$ cat src/rtl/mips_ctrl_pkg.sv
// rtl/mips_ctrl_pkg.sv - shared ALU control codes and multiply sequencer state encoding
package mips_ctrl_pkg;

  localparam logic [3:0] ALU_AND  = 4'd0;
  localparam logic [3:0] ALU_OR   = 4'd1;
  localparam logic [3:0] ALU_ADD  = 4'd2;
  localparam logic [3:0] ALU_LUI  = 4'd3;
  localparam logic [3:0] ALU_SRA  = 4'd5;
  localparam logic [3:0] ALU_SUB  = 4'd6;
  localparam logic [3:0] ALU_SLT  = 4'd7;
  localparam logic [3:0] ALU_ORI  = 4'd8;
  localparam logic [3:0] ALU_SRAV = 4'd9;
  localparam logic [3:0] ALU_MUL  = 4'd10;

  typedef enum logic [1:0] {
    ST_IDLE = 2'd0,
    ST_BUSY = 2'd1,
    ST_DONE = 2'd2
  } mul_state_t;

endpackage

$ cat src/rtl/mul_seq_ctrl.sv
// rtl/mul_seq_ctrl.sv - iterative radix-2 shift-add multiplier that stalls PC/IF while it runs
module mul_seq_ctrl
  import mips_ctrl_pkg::*;
#(
  parameter int WIDTH      = 32,
  parameter bit EARLY_TERM = 1'b1
) (
  input  logic             clk_i,
  input  logic             rst_i,
  input  logic             start_i,
  input  logic [WIDTH-1:0] src1_i,
  input  logic [WIDTH-1:0] src2_i,
  input  logic             abort_i,
  output logic             stall_o,
  output logic             busy_o,
  output logic             valid_o,
  output logic [WIDTH-1:0] result_o,
  output logic [WIDTH-1:0] hi_o
);

  localparam int CW = (WIDTH > 1) ? $clog2(WIDTH) : 1;
  localparam logic [CW-1:0] CNT_LAST = CW'(WIDTH - 1);

  mul_state_t state, state_nxt;

  logic [2*WIDTH-1:0] mcand;
  logic [2*WIDTH-1:0] acc;
  logic [2*WIDTH-1:0] acc_add;
  logic [WIDTH-1:0]   mplier;
  logic [WIDTH-1:0]   mplier_shr;
  logic [CW-1:0]      cnt;
  logic               last_iter;

  assign acc_add    = mplier[0] ? (acc + mcand) : acc;
  assign mplier_shr = mplier >> 1;
  // Early exit once the remaining multiplier bits (after this step) are all zero.
  assign last_iter  = (cnt == CNT_LAST) || (EARLY_TERM && (mplier_shr == '0));

  always_ff @(posedge clk_i) begin
    if (rst_i) state <= ST_IDLE;
    else       state <= state_nxt;
  end

  always_comb begin
    state_nxt = state;
    if (abort_i) begin
      state_nxt = ST_IDLE;
    end else begin
      case (state)
        ST_IDLE: if (start_i) state_nxt = ST_BUSY;
        ST_BUSY: if (last_iter) state_nxt = ST_DONE;
        ST_DONE: state_nxt = ST_IDLE;
        default: state_nxt = ST_IDLE;
      endcase
    end
  end

  always_comb begin
    busy_o  = (state == ST_BUSY);
    stall_o = ~rst_i & ~abort_i &
              (((state == ST_IDLE) & start_i) | (state == ST_BUSY));
  end

  always_ff @(posedge clk_i) begin
    if (rst_i) begin
      mcand    <= '0;
      mplier   <= '0;
      acc      <= '0;
      cnt      <= '0;
      valid_o  <= 1'b0;
      result_o <= '0;
      hi_o     <= '0;
    end else begin
      valid_o <= 1'b0;
      case (state)
        ST_IDLE: begin
          if (start_i && !abort_i) begin
            mcand  <= {{WIDTH{1'b0}}, src1_i};
            mplier <= src2_i;
            acc    <= '0;
            cnt    <= '0;
          end
        end
        ST_BUSY: begin
          acc    <= acc_add;
          mcand  <= mcand << 1;
          mplier <= mplier_shr;
          cnt    <= cnt + CW'(1);
          // Result is captured together with the final accumulate, so it is stable throughout DONE.
          if (!abort_i && last_iter) begin
            valid_o  <= 1'b1;
            result_o <= acc_add[WIDTH-1:0];
            hi_o     <= acc_add[2*WIDTH-1:WIDTH];
          end
        end
        default: ;
      endcase
    end
  end

endmodule

$ cat config.mk
export PLATFORM = sky130hd
export DESIGN_NAME = mul_seq_ctrl
export DESIGN_NICKNAME = d
export VERILOG_FILES = /design/src/rtl/mips_ctrl_pkg.sv /design/src/rtl/mul_seq_ctrl.sv
export SDC_FILE = /design/constraint.sdc
export NUM_CORES = 1
export LEC_CHECK = 0
export BUFFER_PORTS_ARGS = -buffer_cell sky130_fd_sc_hd__buf_2
export CAP_MARGIN = 15
export CORE_MARGIN = 2
export CORE_UTILIZATION = 32
export DETAILED_ROUTE_END_ITERATION = 8
export HOLD_SLACK_MARGIN = 0.05
export PLACE_DENSITY = 0.58
export SLEW_MARGIN = 20
export SYNTH_ARGS = -nofsm -noshare
export SYNTH_HDL_FRONTEND = slang
export SYNTH_SLANG_ARGS = --single-unit
$ cat constraint.sdc
create_clock -name clk_i -period 2.5 [get_ports clk_i]
set_input_delay 0.25 -clock clk_i [delete_from_list [all_inputs] [get_ports clk_i]]
set_output_delay 0.25 -clock clk_i [all_outputs]
set_load 0.05 [all_outputs]
# After elaboration in Yosys (flattened, before gate mapping)
# Cells that the tools add are included.
classes:
  addsub: 2
  eq_ne: 5
  n_mux: 13
  bitwise_logic: 7
  reduce_logical: 12
ops:
  columns: ["cell", "n"]
  rows:
  - ["$pmux W64 S2", 2]
  - ["$mux W64", 3]
  - ["$add A64 B64 Y64", 1]
  - ["$pmux W32 S2", 1]
  - ["$logic_not A32 Y1", 1]
  - ["$mux W32", 1]
  - ["$pmux W5 S2", 1]
  - ["$reduce_and A2 Y1", 3]
  - ["$add A5 B1 Y5 const B", 1]
  - ["$eq A5 B5 Y1 const B", 1]
  - ["$mux W5", 1]
  - ["$mux W2", 2]
  - ["$ne A2 B1 Y1 const B", 2]
  - ["$pmux W2 S2", 1]
  - ["$reduce_or A2 Y1", 2]
  - ["$and A1 B1 Y1", 3]
  - ["$not A1 Y1", 3]
  - ["$eq A2 B1 Y1 const B", 1]
  - ["$logic_and A1 B1 Y1", 2]
  - ["$logic_not A2 Y1", 1]
  - ["$ne A2 B2 Y1 const B", 1]
  - ["$reduce_bool A2 Y1", 1]
  - ["$logic_not A1 Y1", 1]
  - ["$logic_or A1 B1 Y1", 1]
  - ["other kinds (2)", 2]
totals:
  regBits: 232
  inputBits: 68
  output_inout_bits: 67
  word_cells: 47

# Logic depth before layout (Yosys ltp)
# Gate-level depths: netlist (run 1).
logic_depth:
  word_depth: 4
  mapped_depth: 12
  ltp_nobuf: 12

# Worst setup path after synthesis (run 1)
# OpenSTA, ideal clock, no wires.
synth_path:
  path_kind: "register to register"
  from: "register mcand[34]"
  to: "register hi_o[31]"
  setup_ns: 0.088
  arrival_time_ns: 2.631
  required_ns: 2.412
  path_slack_ns: -0.219
  stages_incl_launch_ff: 12
  n_path_buf: 1
  synth_period_minus_slack_ns: 2.719
  cell_sequence: "dfxtp_1 ha_1 buf_6 a21oi_4 o211ai_2 a41oi_2 o21ai_2 a221oi_4 a211oi_2 o41a_1 a21o_1 a311oi_2"
synth_via:
  elab_chain_cells: 2
synth_rtl:
  columns: ["element", "line", "text"]
  rows:
  - ["from (decl)", "mul_seq_ctrl.sv:26", "logic [2*WIDTH-1:0] mcand;"]
  - ["from (signal assigned)", "mul_seq_ctrl.sv:78", "mcand <= {{WIDTH{1'b0}}, src1_i};"]
  - ["from (signal assigned)", "mul_seq_ctrl.sv:86", "mcand <= mcand << 1;"]
  - ["$add A64 B64 Y64", "mul_seq_ctrl.sv:34", "assign acc_add = mplier[0] ? (acc + mcand) : acc;"]
  - ["$mux W64", "mul_seq_ctrl.sv:34", null]
  - ["to (signal assigned)", "mul_seq_ctrl.sv:93", "hi_o <= acc_add[2*WIDTH-1:WIDTH];"]
  - ["to (decl)", "mul_seq_ctrl.sv:18", "output logic [WIDTH-1:0] hi_o"]
# Every way passes these cells.
# A chain may end at the register's enable or synchronous reset.

# Worst setup path after layout (run 1)
layout_path:
  from: "register acc[34]"
  to: "register hi_o[30]"
layout_via:
  elab_chain_cells: 2
layout_rtl:
  columns: ["element", "line", "text"]
  rows:
  - ["from (decl)", "mul_seq_ctrl.sv:27", "logic [2*WIDTH-1:0] acc;"]
  - ["from (signal assigned)", "mul_seq_ctrl.sv:68", "acc <= '0;"]
  - ["from (signal assigned)", "mul_seq_ctrl.sv:80", "acc <= '0;"]
  - ["from (signal assigned)", "mul_seq_ctrl.sv:85", "acc <= acc_add;"]
  - ["$add A64 B64 Y64", "mul_seq_ctrl.sv:34", null]
  - ["$mux W64", "mul_seq_ctrl.sv:34", null]
# Every way passes these cells.

==> load_flow_metrics.sql, run 1 <==
INSERT INTO impl_metrics (metric_group, metric, value, unit) VALUES
('logic_synthesis', 'synth.top_cell.area_share', '34.0', '%'),
('clock_tree', 'cts_buf_count', '29', ''),
('global_route', 'gr-total-overflow', '0', ''),
('global_route', 'grt_util_all_layers', '22.6', '%'),
('critical_path', 'slowest_stage', 'sky130_fd_sc_hd__or4_4', ''),
('logic_synthesis', 'synth.yosys.seq_area_share', '34.0', '%'),
('logic_synthesis', 'synthArstFlopShare', '0', '%'),
('critical_path', 'critical_path.startpoint_type', 'register', ''),
('routing', 'vias', '15400', ''),
('routing', 'detailedRoute.firstIterationViolations', '1070', ''),
('critical_path', 'worst_path_largest_cell_delay', '0.53', 'ns'),
('finish', 'final_layout_size_suffix_gt1_share', '41.4', '%'),
('sta', 'fin_skew', '0.0200', 'ns'),
('die', 'die_h', '211', 'µm'),
('die', 'die_w', '211', 'µm'),
('routing', 'drt_drc_violations_left', '0', ''),
('sta', 'tightest_slew', '0.822', 'ns'),
('sta', 'post-route-worst-setup-slack', '-0.311', 'ns'),
('placed_design', 'post-dp-hpwl', '34500', 'µm'),
('finish', 'layout.area.seq', '4700', 'µm²'),
('power', 'ir_worst_vdd', '0.000518', 'V'),
('critical_path', 'r2r-start', 'acc[34]', ''),
('finish', 'synthToLayoutAreaGrowth', '57.9', '%'),
('die', 'dieArea', '44300', 'µm²'),
('logic_synthesis', 'synth.most_common_cell', 'sky130_fd_sc_hd__nand2_1', ''),
('global_route', 'antenna_found_initial', '0', ''),
('outcome', 'violations', 'setup timing', ''),
('logic_synthesis', 'synth_top_cell_by_area', 'sky130_fd_sc_hd__dfxtp_1', ''),
('clock_tree', 'clockBufferDepth', '3', ''),
('sta', 'report.final.hold_viol_count', '0', ''),
('placed_design', 'postPlaceCellArea', '17400', 'µm²'),
('logic_synthesis', 'synth_edf_count', '0', ''),
('global_route', 'grt_first_pass_wirelength', '81800', 'µm'),
('die', 'start_util', '32.5', '%'),
('sta', 'final_min_period_over_clock_period', '112', '%'),
('sta', 'finalSetupTns', '-15.05', 'ns'),
('worst_hold_path', 'worst_hold_class', 'input port to register', ''),
('critical_path', 'combined_buffer_and_inverter_count_along_the_critical_path', '0', ''),
('critical_path', 'cp_top_family', 'simple AND/OR/NAND/NOR gates', ''),
('clock_tree', 'cts_num_sinks', '232', ''),
('logic_synthesis', 'mappedNetlistArea', '13600', 'µm²'),
('critical_path', 'critical_path.max_fanout', '4', ''),
('logic_synthesis', 'synth.area.top_cells', 'sky130_fd_sc_hd__dfxtp_1 (34%), sky130_fd_sc_hd__nand2_1 (7.6%), sky130_fd_sc_hd__a21oi_1 (6.0%), sky130_fd_sc_hd__ha_1 (6.0%), sky130_fd_sc_hd__nor2_1 (5.8%)', ''),
('critical_path', 'critPathLaunch', 'acc[34]', ''),
('placed_design', 'place_congestion', '0.895', ''),
('sta', 'final_max_slew_viol_count', '0', ''),
('clock_tree', 'clk_pin_slew', '0.06', 'ns'),
('logic_synthesis', 'number_of_library_cell_types_mapped_by_synthesis', '82', ''),
('clock_tree', 'clock_tree.htree_level_count', '1', ''),
('logic_synthesis', 'post_synth.cell_area_avg', '7.72', 'µm²'),
('sta', 'timing.final.setup_violations', '88', ''),
('finish', 'layout.nets', '2410', ''),
('critical_path', 'setup.worst_path.end_class', 'register', ''),
('finish', 'post-route-cell-area', '21600', 'µm²'),
('sta', 'finalCriticalPeriod', '2.81', 'ns'),
('worst_hold_path', 'hold_path.startpoint', 'abort_i', ''),
('logic_synthesis', 'post_synth_inst_count', '1768', ''),
('logic_synthesis', 'synthesis.yosys.warnings', '0', ''),
('finish', 'area_taken_by_multi_input_logic_gates', '10500', 'µm²'),
('logic_synthesis', 'mappedNetlistNets', '1902', ''),
('global_route', 'maximum_number_of_pins_on_one_net_before_global_route_repair', '160', ''),
('logic_synthesis', 'dominantRegCellSynth', 'sky130_fd_sc_hd__dfxtp_1', ''),
('die', 'io_pins', '135', ''),
('clock_tree', 'tritoncts', 'done', ''),
('critical_path', 'worstSetupPathType', 'register to register', ''),
('critical_path', 'setup.reg_to_reg.worst_slack', '-0.31', 'ns'),
('global_route', 'grt_pass1_vias', '15300', ''),
('outcome', 'run_status', 'finished, violations left', ''),
('sta', 'max-slew-margin-rel', '45.2', '%'),
('clock_tree', 'worstSkewPairLatency', '0.59', 'ns'),
('critical_path', 'worst-endpoint-required', '2.97', 'ns');
==> worst min-delay path: stages <==
cell,delay [ns]
sky130_fd_sc_hd__buf_2,0.13
sky130_fd_sc_hd__nor2_1,0.09
sky130_fd_sc_hd__nand2_2,0.13
sky130_fd_sc_hd__nor2_1,0.05
==> state kept, by name (all words and copies together) (netlist names) <==
register / flops
mplier: 32
hi_o: 32
state: 2
valid_o: 1
acc: 64
mcand: 64
result_o: 32
cnt: 5
==> report_power, final <==
part	switching (mW)	internal (mW)
clock	1.76	2.46
combinational	0.708	0.556
sequential	0.0953	3.80
==> logic make-up after synthesis <==
group	Yosys count	share of synthesized area [%]
simple gates	689	22.3
compound gates	546	27.8
flops	232	34.0
buf+inv	164	4.93
fa+ha+maj	66	6.11
xor+xnor	45	2.89
mux	26	1.99
==> path summary, 6_finish.rpt <==
path              cells past startpoint           end
setup / recovery                     10      hi_o[30]
setup reg to reg                     10      hi_o[30]
hold / removal                        4      state[1]
hold reg to reg                       2  result_o[25]
==> per-layer routing <==
metal	routed length, µm	part of all wire [%]	GRT usage [%]
met5	0	0	0
met3	2850	5.5	2.76
met2	24900	48	38.7
met1	23000	44	30.1
met4	1300	2.5	5.90
==> stage by stage <==
| stage | power, mW | util (%) | cells | hold WS (ns) | setup slack (ns) |
|---|---|---|---|---|---|
| 2_1_floorplan | 4.51 | - | 1768 | 0.378 | -0.153 |
| 3_3_place_gp | 4.95 | 41.4 | 2665 | 0.442 | -0.583 |
| 3_5_place_dp | 4.96 | 41.4 | 2665 | 0.448 | -0.542 |
| 4_1_cts | 9.38 | 48.7 | 2814 | 0.0511 | -0.301 |
| 5_1_grt | 9.70 | 51.3 | 2835 | 0.0980 | -0.465 |
| 6_report | 9.38 | 51.3 | 2837 | 0.102 | -0.311 |
==> cell type report <==
cell class	instances	area share [%]
Multi-Input combinational cell	1372	48.5
Sequential cell	232	21.8
Timing Repair Buffer	616	21.7
Clock buffer	40	3.74
Tap cell	539	3.13
Clock inverter	11	0.598
Inverter	25	0.435
Antenna cell	2	0.0232
==> what timing repair did <==
| item | CTS | global route |
|---|---|---|
| setup endpoints to repair | 102 | 110 |
| hold buffers | 66 | 0 |
| resized for setup | 247 | 191 |
| setup buffers | 34 | 26 |
| hold endpoints to repair | 82 | 0 |
| pin swaps | 110 | 103 |
==> cell usage in the layout, fill, tap and decap left out, types with 16 or more instances in the layout <==
| master | count |
|---|---|
| sky130_fd_sc_hd__a22o_1 | 18 |
| sky130_fd_sc_hd__a311oi_1 | 67 |
| sky130_fd_sc_hd__dfxtp_2 | 38 |
| sky130_fd_sc_hd__a211oi_2 | 19 |
| sky130_fd_sc_hd__o21ai_0 | 32 |
| sky130_fd_sc_hd__buf_2 | 133 |
| sky130_fd_sc_hd__dlygate4sd3_1 | 66 |
| sky130_fd_sc_hd__buf_6 | 38 |
| sky130_fd_sc_hd__ha_4 | 40 |
| sky130_fd_sc_hd__a21oi_1 | 111 |
| sky130_fd_sc_hd__ha_1 | 22 |
| sky130_fd_sc_hd__nand4_1 | 31 |
| sky130_fd_sc_hd__a21o_1 | 32 |
| sky130_fd_sc_hd__nand2_1 | 252 |
| sky130_fd_sc_hd__dfxtp_1 | 192 |
| sky130_fd_sc_hd__nor2_1 | 199 |
| sky130_fd_sc_hd__buf_4 | 372 |
| sky130_fd_sc_hd__nand2_2 | 16 |
| sky130_fd_sc_hd__nor3_1 | 21 |
| sky130_fd_sc_hd__clkbuf_16 | 29 |
| sky130_fd_sc_hd__inv_1 | 22 |
| sky130_fd_sc_hd__nand3_1 | 65 |
| sky130_fd_sc_hd__a211oi_1 | 22 |
| sky130_fd_sc_hd__o21ai_2 | 16 |
| sky130_fd_sc_hd__a21oi_2 | 44 |
Power figures use the tool's default switching activity.
==> run 2, diff against run 1 <==
- ABC_AREA: not set -> 1
==> load_flow_metrics.sql, run 2 <==
INSERT INTO impl_metrics (metric_group, metric, value, unit) VALUES
('power', 'switching_power', '2.49', 'mW'),
('sta', 'rsz0062_at_grt', 'true', ''),
('sta', 'tightest_slew', '0.681', 'ns'),
('sta', 'report.final.hold_viol_count', '0', ''),
('finish', 'synthToLayoutAreaGrowth', '25.9', '%'),
('logic_synthesis', 'synthesis.yosys.warnings', '0', ''),
('logic_synthesis', 'mappedNetlistNets', '2801', ''),
('die', 'die_w', '223', 'µm'),
('logic_synthesis', 'synthSimpleGateAreaFrac', '36.6', '%'),
('routing', 'detailedRoute.firstIterationViolations', '888', ''),
('logic_synthesis', 'yosys-top-cells-count', 'sky130_fd_sc_hd__nand2_1 (1,071), sky130_fd_sc_hd__inv_1 (439), sky130_fd_sc_hd__dfxtp_1 (232)', ''),
('logic_synthesis', 'ys_ff_latch', '232', ''),
('finish', 'layout.nets', '3018', ''),
('global_route', 'maximum_number_of_pins_on_one_net_before_global_route_repair', '143', ''),
('sta', 'final_max_slew_viol_count', '0', ''),
('routing', 'routedWlPerCell', '15.2', 'µm'),
('logic_synthesis', 'synth.top_cell.area_share', '30.1', '%'),
('finish', 'biggestRegsByFlops', 'acc (64), mcand (64)', ''),
('clock_tree', 'clk_pin_slew', '0.06', 'ns'),
('logic_synthesis', 'mappedNetlistArea', '15400', 'µm²'),
('die', 'placement_rows', '80', ''),
('logic_synthesis', 'synthArstFlopShare', '0', '%'),
('finish', 'final_layout_size_suffix_gt1_share', '15.2', '%'),
('routing', 'firstDrtPassIters', '5', ''),
('logic_synthesis', 'yosys.area_share.xor_xnor', '1.65', '%'),
('finish', 'fillerInstances', '5148', ''),
('global_route', 'antenna_found_initial', '1', ''),
('placed_design', 'portBuffers', '134', ''),
('worst_hold_path', 'min_path_cells', '5', ''),
('critical_path', 'worst_path_largest_cell_delay', '0.35', 'ns'),
('critical_path', 'reg2reg_depth', '15', ''),
('routing', 'drt-vias-per-instance', '4.67', ''),
('die', 'die_h', '223', 'µm'),
('logic_synthesis', 'synth.most_common_cell', 'sky130_fd_sc_hd__nand2_1', ''),
('logic_synthesis', 'synth_edf_count', '0', ''),
('finish', 'layout.area.seq', '4660', 'µm²'),
('clock_tree', 'ctsRootBufferMaster', 'sky130_fd_sc_hd__clkbuf_16', ''),
('die', 'io_pins', '135', ''),
('clock_tree', 'cts_num_sinks', '232', ''),
('power', 'seqPwrFrac', '43.3', '%'),
('clock_tree', 'cts_setup_buffers', '0', ''),
('critical_path', 'slowest_stage', 'sky130_fd_sc_hd__dfxtp_2', ''),
('finish', 'most-common-layout-cells', 'sky130_fd_sc_hd__nand2_1 (1,022), sky130_fd_sc_hd__inv_1 (437), sky130_fd_sc_hd__dfxtp_1 (218), sky130_fd_sc_hd__a21oi_1 (161), sky130_fd_sc_hd__nor2_1 (154)', ''),
('global_route', 'grt_first_pass_wirelength', '83600', 'µm'),
('clock_tree', 'tritoncts', 'done', ''),
('flow_run', 'maxCapViolations', '0', ''),
('die', 'start_util', '32.3', '%'),
('power', 'cellInternalPower', '6.55', 'mW'),
('power', 'switching_share_of_power', '27.6', '%'),
('critical_path', 'arrival', '2.83', 'ns'),
('global_route', 'grt_util_all_layers', '20.9', '%'),
('power', 'leakage', '9.64', 'nW'),
('placed_design', 'post-dp-hpwl', '39700', 'µm'),
('clock_tree', 'clockBufferDepth', '3', ''),
('logic_synthesis', 'synth.yosys.seq_area_share', '30.1', '%'),
('clock_tree', 'worstSkewPairLatency', '0.61', 'ns'),
('logic_synthesis', 'synth_compound_area_share', '12.9', '%'),
('sta', 'timing.fmax', '0.421', 'GHz'),
('clock_tree', 'clock_tree.htree_level_count', '1', ''),
('routing', 'vias', '16400', ''),
('global_route', 'gr-total-overflow', '0', ''),
('critical_path', 'list_of_cells_traversed_by_the_critical_path', 'ha_1 -> nand2_1 -> nor2_2 -> inv_1 -> nor2_1 -> nand2_1 -> nand2_1 -> buf_4 -> inv_1 -> nand3_1 -> nand3_1 -> o21ai_0 -> nand2_1 -> nand2_1 -> inv_1', ''),
('logic_synthesis', 'synth_top_cell_by_area', 'sky130_fd_sc_hd__dfxtp_1', ''),
('critical_path', 'critical_path.startpoint_type', 'register', ''),
('logic_synthesis', 'post_synth.cell_area_avg', '5.78', 'µm²'),
('routing', 'drt_drc_violations_left', '0', ''),
('routing', 'routed_wl', '53600', 'µm'),
('logic_synthesis', 'dominantRegCellSynth', 'sky130_fd_sc_hd__dfxtp_1', ''),
('finish', 'insertedDiodeCount', '0', ''),
('outcome', 'run_status', 'finished clean', ''),
('power', 'ir_worst_vdd', '0.000522', 'V'),
('power', 'pwr-share-comb', '12.6', '%'),
('logic_synthesis', 'synth.area.top_cells', 'sky130_fd_sc_hd__dfxtp_1 (30%), sky130_fd_sc_hd__nand2_1 (26%), sky130_fd_sc_hd__inv_1 (11%), sky130_fd_sc_hd__a21oi_1 (5.7%), sky130_fd_sc_hd__ha_1 (5.3%)', ''),
('sta', 'fin_skew', '0.0578', 'ns'),
('critical_path', 'setup.worst_path.end_class', 'register', ''),
('logic_synthesis', 'multiplexer_fraction_of_the_synthesized_cell_area', '0', '%'),
('power', 'clockPowerShare', '44.1', '%'),
('logic_synthesis', 'synth-adder-area-share', '5.41', '%'),
('routing', 'ant_nets', '0', ''),
('sta', 'final_min_period_over_clock_period', '95.1', '%'),
('sta', 'timing.final.setup_violations', '0', ''),
('die', 'floorplan.core_area', '47600', 'µm²'),
('logic_synthesis', 'number_of_library_cell_types_mapped_by_synthesis', '29', ''),
('global_route', 'grt_pass1_vias', '15500', ''),
('critical_path', 'worstSetupPathType', 'register to register', ''),
('clock_tree', 'cts_buf_count', '28', ''),
('critical_path', 'critical_path.max_fanout', '4', ''),
('sta', 'finalSetupTns', '0', 'ns'),
('worst_hold_path', 'worst_hold_class', 'input port to register', ''),
('placed_design', 'place_congestion', '0.939', ''),
('power', 'powerDensity', '466', 'nW/µm²'),
('logic_synthesis', 'synth_top_family_by_area', 'simple AND/OR/NAND/NOR gates', ''),
('die', 'dieArea', '49900', 'µm²'),
('finish', 'area_taken_by_multi_input_logic_gates', '9300', 'µm²'),
('critical_path', 'worst-endpoint-required', '2.96', 'ns'),
('finish', 'mostFrequentLayoutCell', 'sky130_fd_sc_hd__nand2_1', ''),
('logic_synthesis', 'post_synth_inst_count', '2667', ''),
('sta', 'finalCriticalPeriod', '2.38', 'ns'),
('finish', 'post-route-util', '40.7', '%'),
('sta', 'max-slew-margin-rel', '54.6', '%'),
('critical_path', 'crit_path_frequent_cell', 'sky130_fd_sc_hd__nand2_1', '');
[run 2: cell types whose count changed in the layout (fill, tap and decap cells not counted), moves of 38 or more]
cell,before,now
sky130_fd_sc_hd__nor2_1,199,154
sky130_fd_sc_hd__nand3_1,65,103
sky130_fd_sc_hd__buf_4,372,77
sky130_fd_sc_hd__a21oi_1,111,161
sky130_fd_sc_hd__nand2_1,252,1022
sky130_fd_sc_hd__a31oi_1,13,62
sky130_fd_sc_hd__inv_1,22,437
sky130_fd_sc_hd__o21ai_0,32,114
sky130_fd_sc_hd__a311oi_1,67,0
[run 2: final timing paths]
kind	from	to	slack, ns
max	mcand[30]	hi_o[3]	0.12
min	start_i	mcand[0]	0.14
max reg2reg	mcand[30]	hi_o[3]	0.12
min reg2reg	mcand[60]	mcand[61]	0.44
[run 2: layout make-up]
cell class,instances,share of cell area (%)
multi-input combinational,1893,47.9
sequential,232,24.0
timing repair buffer,289,11.0
inverter,440,8.52
clock buffer,37,3.99
tap,615,3.97
clock inverter,11,0.574
[run 2: metrics by stage]
step / area, µm² / hold slack (ns) / power, mW / setup WS (ns) / std cells
after floorplan: 15400 / 0.397 / 4.63 / 0.181 / 2667
after global placement: 17200 / 0.452 / 4.97 / -0.131 / 3400
after detailed placement: 17200 / 0.459 / 4.99 / -0.102 / 3400
after CTS: 18900 / 0.111 / 9.08 / -0.0220 / 3516
after global routing: 19400 / 0.170 / 9.44 / -0.0160 / 3517
final: 19400 / 0.137 / 9.05 / 0.123 / 3517
[run 2: cells by family (layout without fill, tap and decap cells)]
family	Yosys count	in the layout
and+or+nand+nor	1425	1425
DFF	232	232
xor gates and xnor gates	29	29
AOI/OAI and AO/OA	373	373
adders and majority gates	66	66
buffers and inverters	542	777
[run 2: power by group through the flow]
stage	registers [mW]	clock network (mW)	logic [mW]
after CTS	3.91	4.08	1.08
after global placement	3.98	0	0.987
after detailed placement	3.99	0	0.999
after global routing	3.93	4.24	1.26
after floorplan	3.95	0	0.674
final	3.92	3.99	1.14
[run 2: critical path, delay by kind of cell (launching register included)]
| kind | cells | cell delay (ns) |
|---|---|---|
| fa+ha+maj | 1 | 0.35 |
| simple gates | 9 | 1.11 |
| buf+inv | 4 | 0.31 |
| flops | 1 | 0.35 |
| compound gates | 1 | 0.11 |
[run 2: repair_timing]
action,CTS,global route
pin swaps,0,6
gates resized for setup,19,137
setup endpoints to repair,25,91
hold endpoints to repair,74,0
hold buffers,68,0
gates cloned,0,1
[run 2: per-layer routing]
metal	vias up	part of all wire (%)	global-route usage, %
li1	8645	-	-
met1	7432	47	28.2
met2	284	46	35.0
met3	56	4.4	2.61
met4	0	2.4	5.48
met5	-	0	0
==> run 3, diff against run 2 <==
- GPL_ROUTABILITY_DRIVEN: not set -> 0
- GPL_TIMING_DRIVEN: not set -> 0
==> load_flow_metrics.sql, run 3 (synthesis results as in run 2) <==
INSERT INTO impl_metrics (metric_group, metric, value, unit) VALUES
('outcome', 'run_status', 'finished clean', ''),
('sta', 'tightest_slew', '1.07', 'ns'),
('power', 'ir_worst_vdd', '0.000493', 'V'),
('sta', 'max-slew-margin-rel', '28.5', '%'),
('routing', 'detailedRoute.firstIterationViolations', '1268', ''),
('sta', 'final_max_slew_viol_count', '0', ''),
('critical_path', 'arrival', '2.15', 'ns'),
('finish', 'layout.nets', '3036', ''),
('clock_tree', 'tritoncts', 'done', ''),
('finish', 'post-route-cell-area', '19100', 'µm²'),
('finish', 'synthToLayoutAreaGrowth', '23.8', '%'),
('critical_path', 'critical_path.startpoint_type', 'register', ''),
('finish', 'insertedDiodeCount', '0', ''),
('critical_path', 'setup.worst_path.end_class', 'primary output', ''),
('routing', 'vias', '16700', ''),
('finish', 'biggestRegsByFlops', 'acc (64), mcand (64)', ''),
('global_route', 'grt_pass1_vias', '15700', ''),
('clock_tree', 'cts_num_sinks', '232', ''),
('die', 'start_util', '32.3', '%'),
('routing', 'routedWlPerCell', '15.6', 'µm'),
('global_route', 'gr-total-overflow', '0', ''),
('clock_tree', 'ctsRootBufferMaster', 'sky130_fd_sc_hd__clkbuf_16', ''),
('clock_tree', 'clock_tree.htree_level_count', '1', ''),
('finish', 'fillerInstances', '5314', ''),
('critical_path', 'critical_path.max_fanout', '19', ''),
('global_route', 'maximum_number_of_pins_on_one_net_before_global_route_repair', '20', ''),
('worst_hold_path', 'worst_hold_class', 'input port to register', ''),
('clock_tree', 'cts_buf_count', '28', ''),
('die', 'floorplan.core_area', '47600', 'µm²'),
('finish', 'post-route-util', '40.1', '%'),
('routing', 'met2_length', '23600', 'µm'),
('finish', 'most-common-layout-cells', 'sky130_fd_sc_hd__nand2_1 (1,028), sky130_fd_sc_hd__inv_1 (438), sky130_fd_sc_hd__dfxtp_1 (223), sky130_fd_sc_hd__a21oi_1 (168), sky130_fd_sc_hd__nor2_1 (150)', ''),
('die', 'die_h', '223', 'µm'),
('routing', 'ant_nets', '0', ''),
('die', 'io_pins', '135', ''),
('sta', 'fin_skew', '0.0158', 'ns'),
('finish', 'mostFrequentLayoutCell', 'sky130_fd_sc_hd__nand2_1', ''),
('clock_tree', 'clockBufferDepth', '3', ''),
('clock_tree', 'worstSkewPairLatency', '0.59', 'ns'),
('finish', 'final_layout_size_suffix_gt1_share', '12.8', '%'),
('placed_design', 'portBuffers', '134', ''),
('routing', 'maxUsedRoutingLayer', 'met4', ''),
('sta', 'timing.fmax', '0.416', 'GHz'),
('routing', 'drt_drc_violations_left', '0', ''),
('sta', 'final_min_period_over_clock_period', '96.2', '%'),
('clock_tree', 'clk_pin_slew', '0.05', 'ns'),
('routing', 'wl_met1', '26000', 'µm'),
('power', 'total_power', '9.26', 'mW'),
('critical_path', 'worst-endpoint-required', '2.25', 'ns'),
('power', 'powerDensity', '485', 'nW/µm²'),
('placed_design', 'post-dp-hpwl', '43300', 'µm'),
('global_route', 'grt_util_all_layers', '21.7', '%'),
('critical_path', 'setup.reg_to_reg.worst_slack', '0.1', 'ns'),
('sta', 'report.final.hold_viol_count', '0', ''),
('die', 'die_w', '223', 'µm'),
('routing', 'drt-vias-per-instance', '4.71', ''),
('sta', 'finalCriticalPeriod', '2.40', 'ns'),
('global_route', 'antenna_found_initial', '0', ''),
('flow_run', 'maxCapViolations', '0', ''),
('routing', 'routed_wl', '55000', 'µm'),
('routing', 'firstDrtPassIters', '6', ''),
('die', 'dieArea', '49900', 'µm²'),
('die', 'placement_rows', '80', ''),
('placed_design', 'postPlaceCellArea', '16900', 'µm²'),
('critical_path', 'worstSetupPathType', 'register to primary output', ''),
('power', 'leakage', '9.42', 'nW'),
('sta', 'rsz0062_at_grt', 'true', ''),
('sta', 'timing.final.setup_violations', '0', ''),
('global_route', 'grt_first_pass_wirelength', '85800', 'µm'),
('routing', 'dr_wl_met3', '3540', 'µm'),
('sta', 'finalHoldWorstSlack', '0.106', 'ns');
[run 3: changes by cell type in the layout (fill, tap and decap cells not counted), sizes merged]
| cell | delta |
|---|---|
| clkinvlp | +2 |
| inv | +1 |
| buf | -66 |
| clkbuf | +90 |
| clkinv | -3 |
| dlygate4sd3 | -3 |
[run 3: metrics by stage]
stage	cells	setup TNS, ns	worst slack (ns)
final	3538	0	0.0960
after global placement	3416	-19.96	-0.429
after CTS	3532	-0.0165	-0.0165
after floorplan	2667	0	0.181
after detailed placement	3416	-20.28	-0.427
after global routing	3538	-0.259	-0.0761
[run 3: area by class of cell]
cell class	count	area [µm²]	area share, %
sequential	232	4660	24.4
buffer	101	418	2.19
timing repair buffer	206	1380	7.21
tap	615	769	4.03
multi-input combinational	1893	9260	48.5
inverter	440	1650	8.65
clock inverter	11	124	0.649
clock buffer	40	826	4.33
[run 3: path summary, 6_finish.rpt]
kind,startpoint,to,cells after the start
max,state[0],busy_o,5
min,start_i,state[0],4
max reg2reg,mcand[27],hi_o[28],17
min reg2reg,result_o[4],result_o[4],2
[run 3: routing by layer]
layer / up-vias / global-route usage [%]
li1: 8702 / -
met1: 7405 / 30.3
met2: 475 / 34.8
met3: 99 / 2.48
met4: 0 / 7.25
met5: - / 0
[run 3: timing repair]
| action | CTS | global route |
|---|---|---|
| pin swaps | 2 | 8 |
| endpoints found under the hold margin | 65 | 0 |
| endpoints found under the setup margin | 137 | 112 |
| cloned | 0 | 0 |
| setup buffers | 1 | 6 |
| gates resized for setup | 47 | 133 |
| hold buffers | 65 | 0 |
[run 3: report_power, final]
group / total (mW) / internal [mW] / leakage, nW / switching [mW]
clock: 4.14 / 2.42 / 0.458 / 1.72
sequential: 3.93 / 3.81 / 1.89 / 0.115
combinational: 1.19 / 0.431 / 7.08 / 0.757
[run 3: critical path, cell delays in order (launching register included)]
cell	delay, ns
sky130_fd_sc_hd__dfxtp_1	0.32
sky130_fd_sc_hd__inv_1	0.04
sky130_fd_sc_hd__nor2_1	0.26
sky130_fd_sc_hd__buf_6	0.34
sky130_fd_sc_hd__buf_2	0.29
sky130_fd_sc_hd__buf_2	0.32
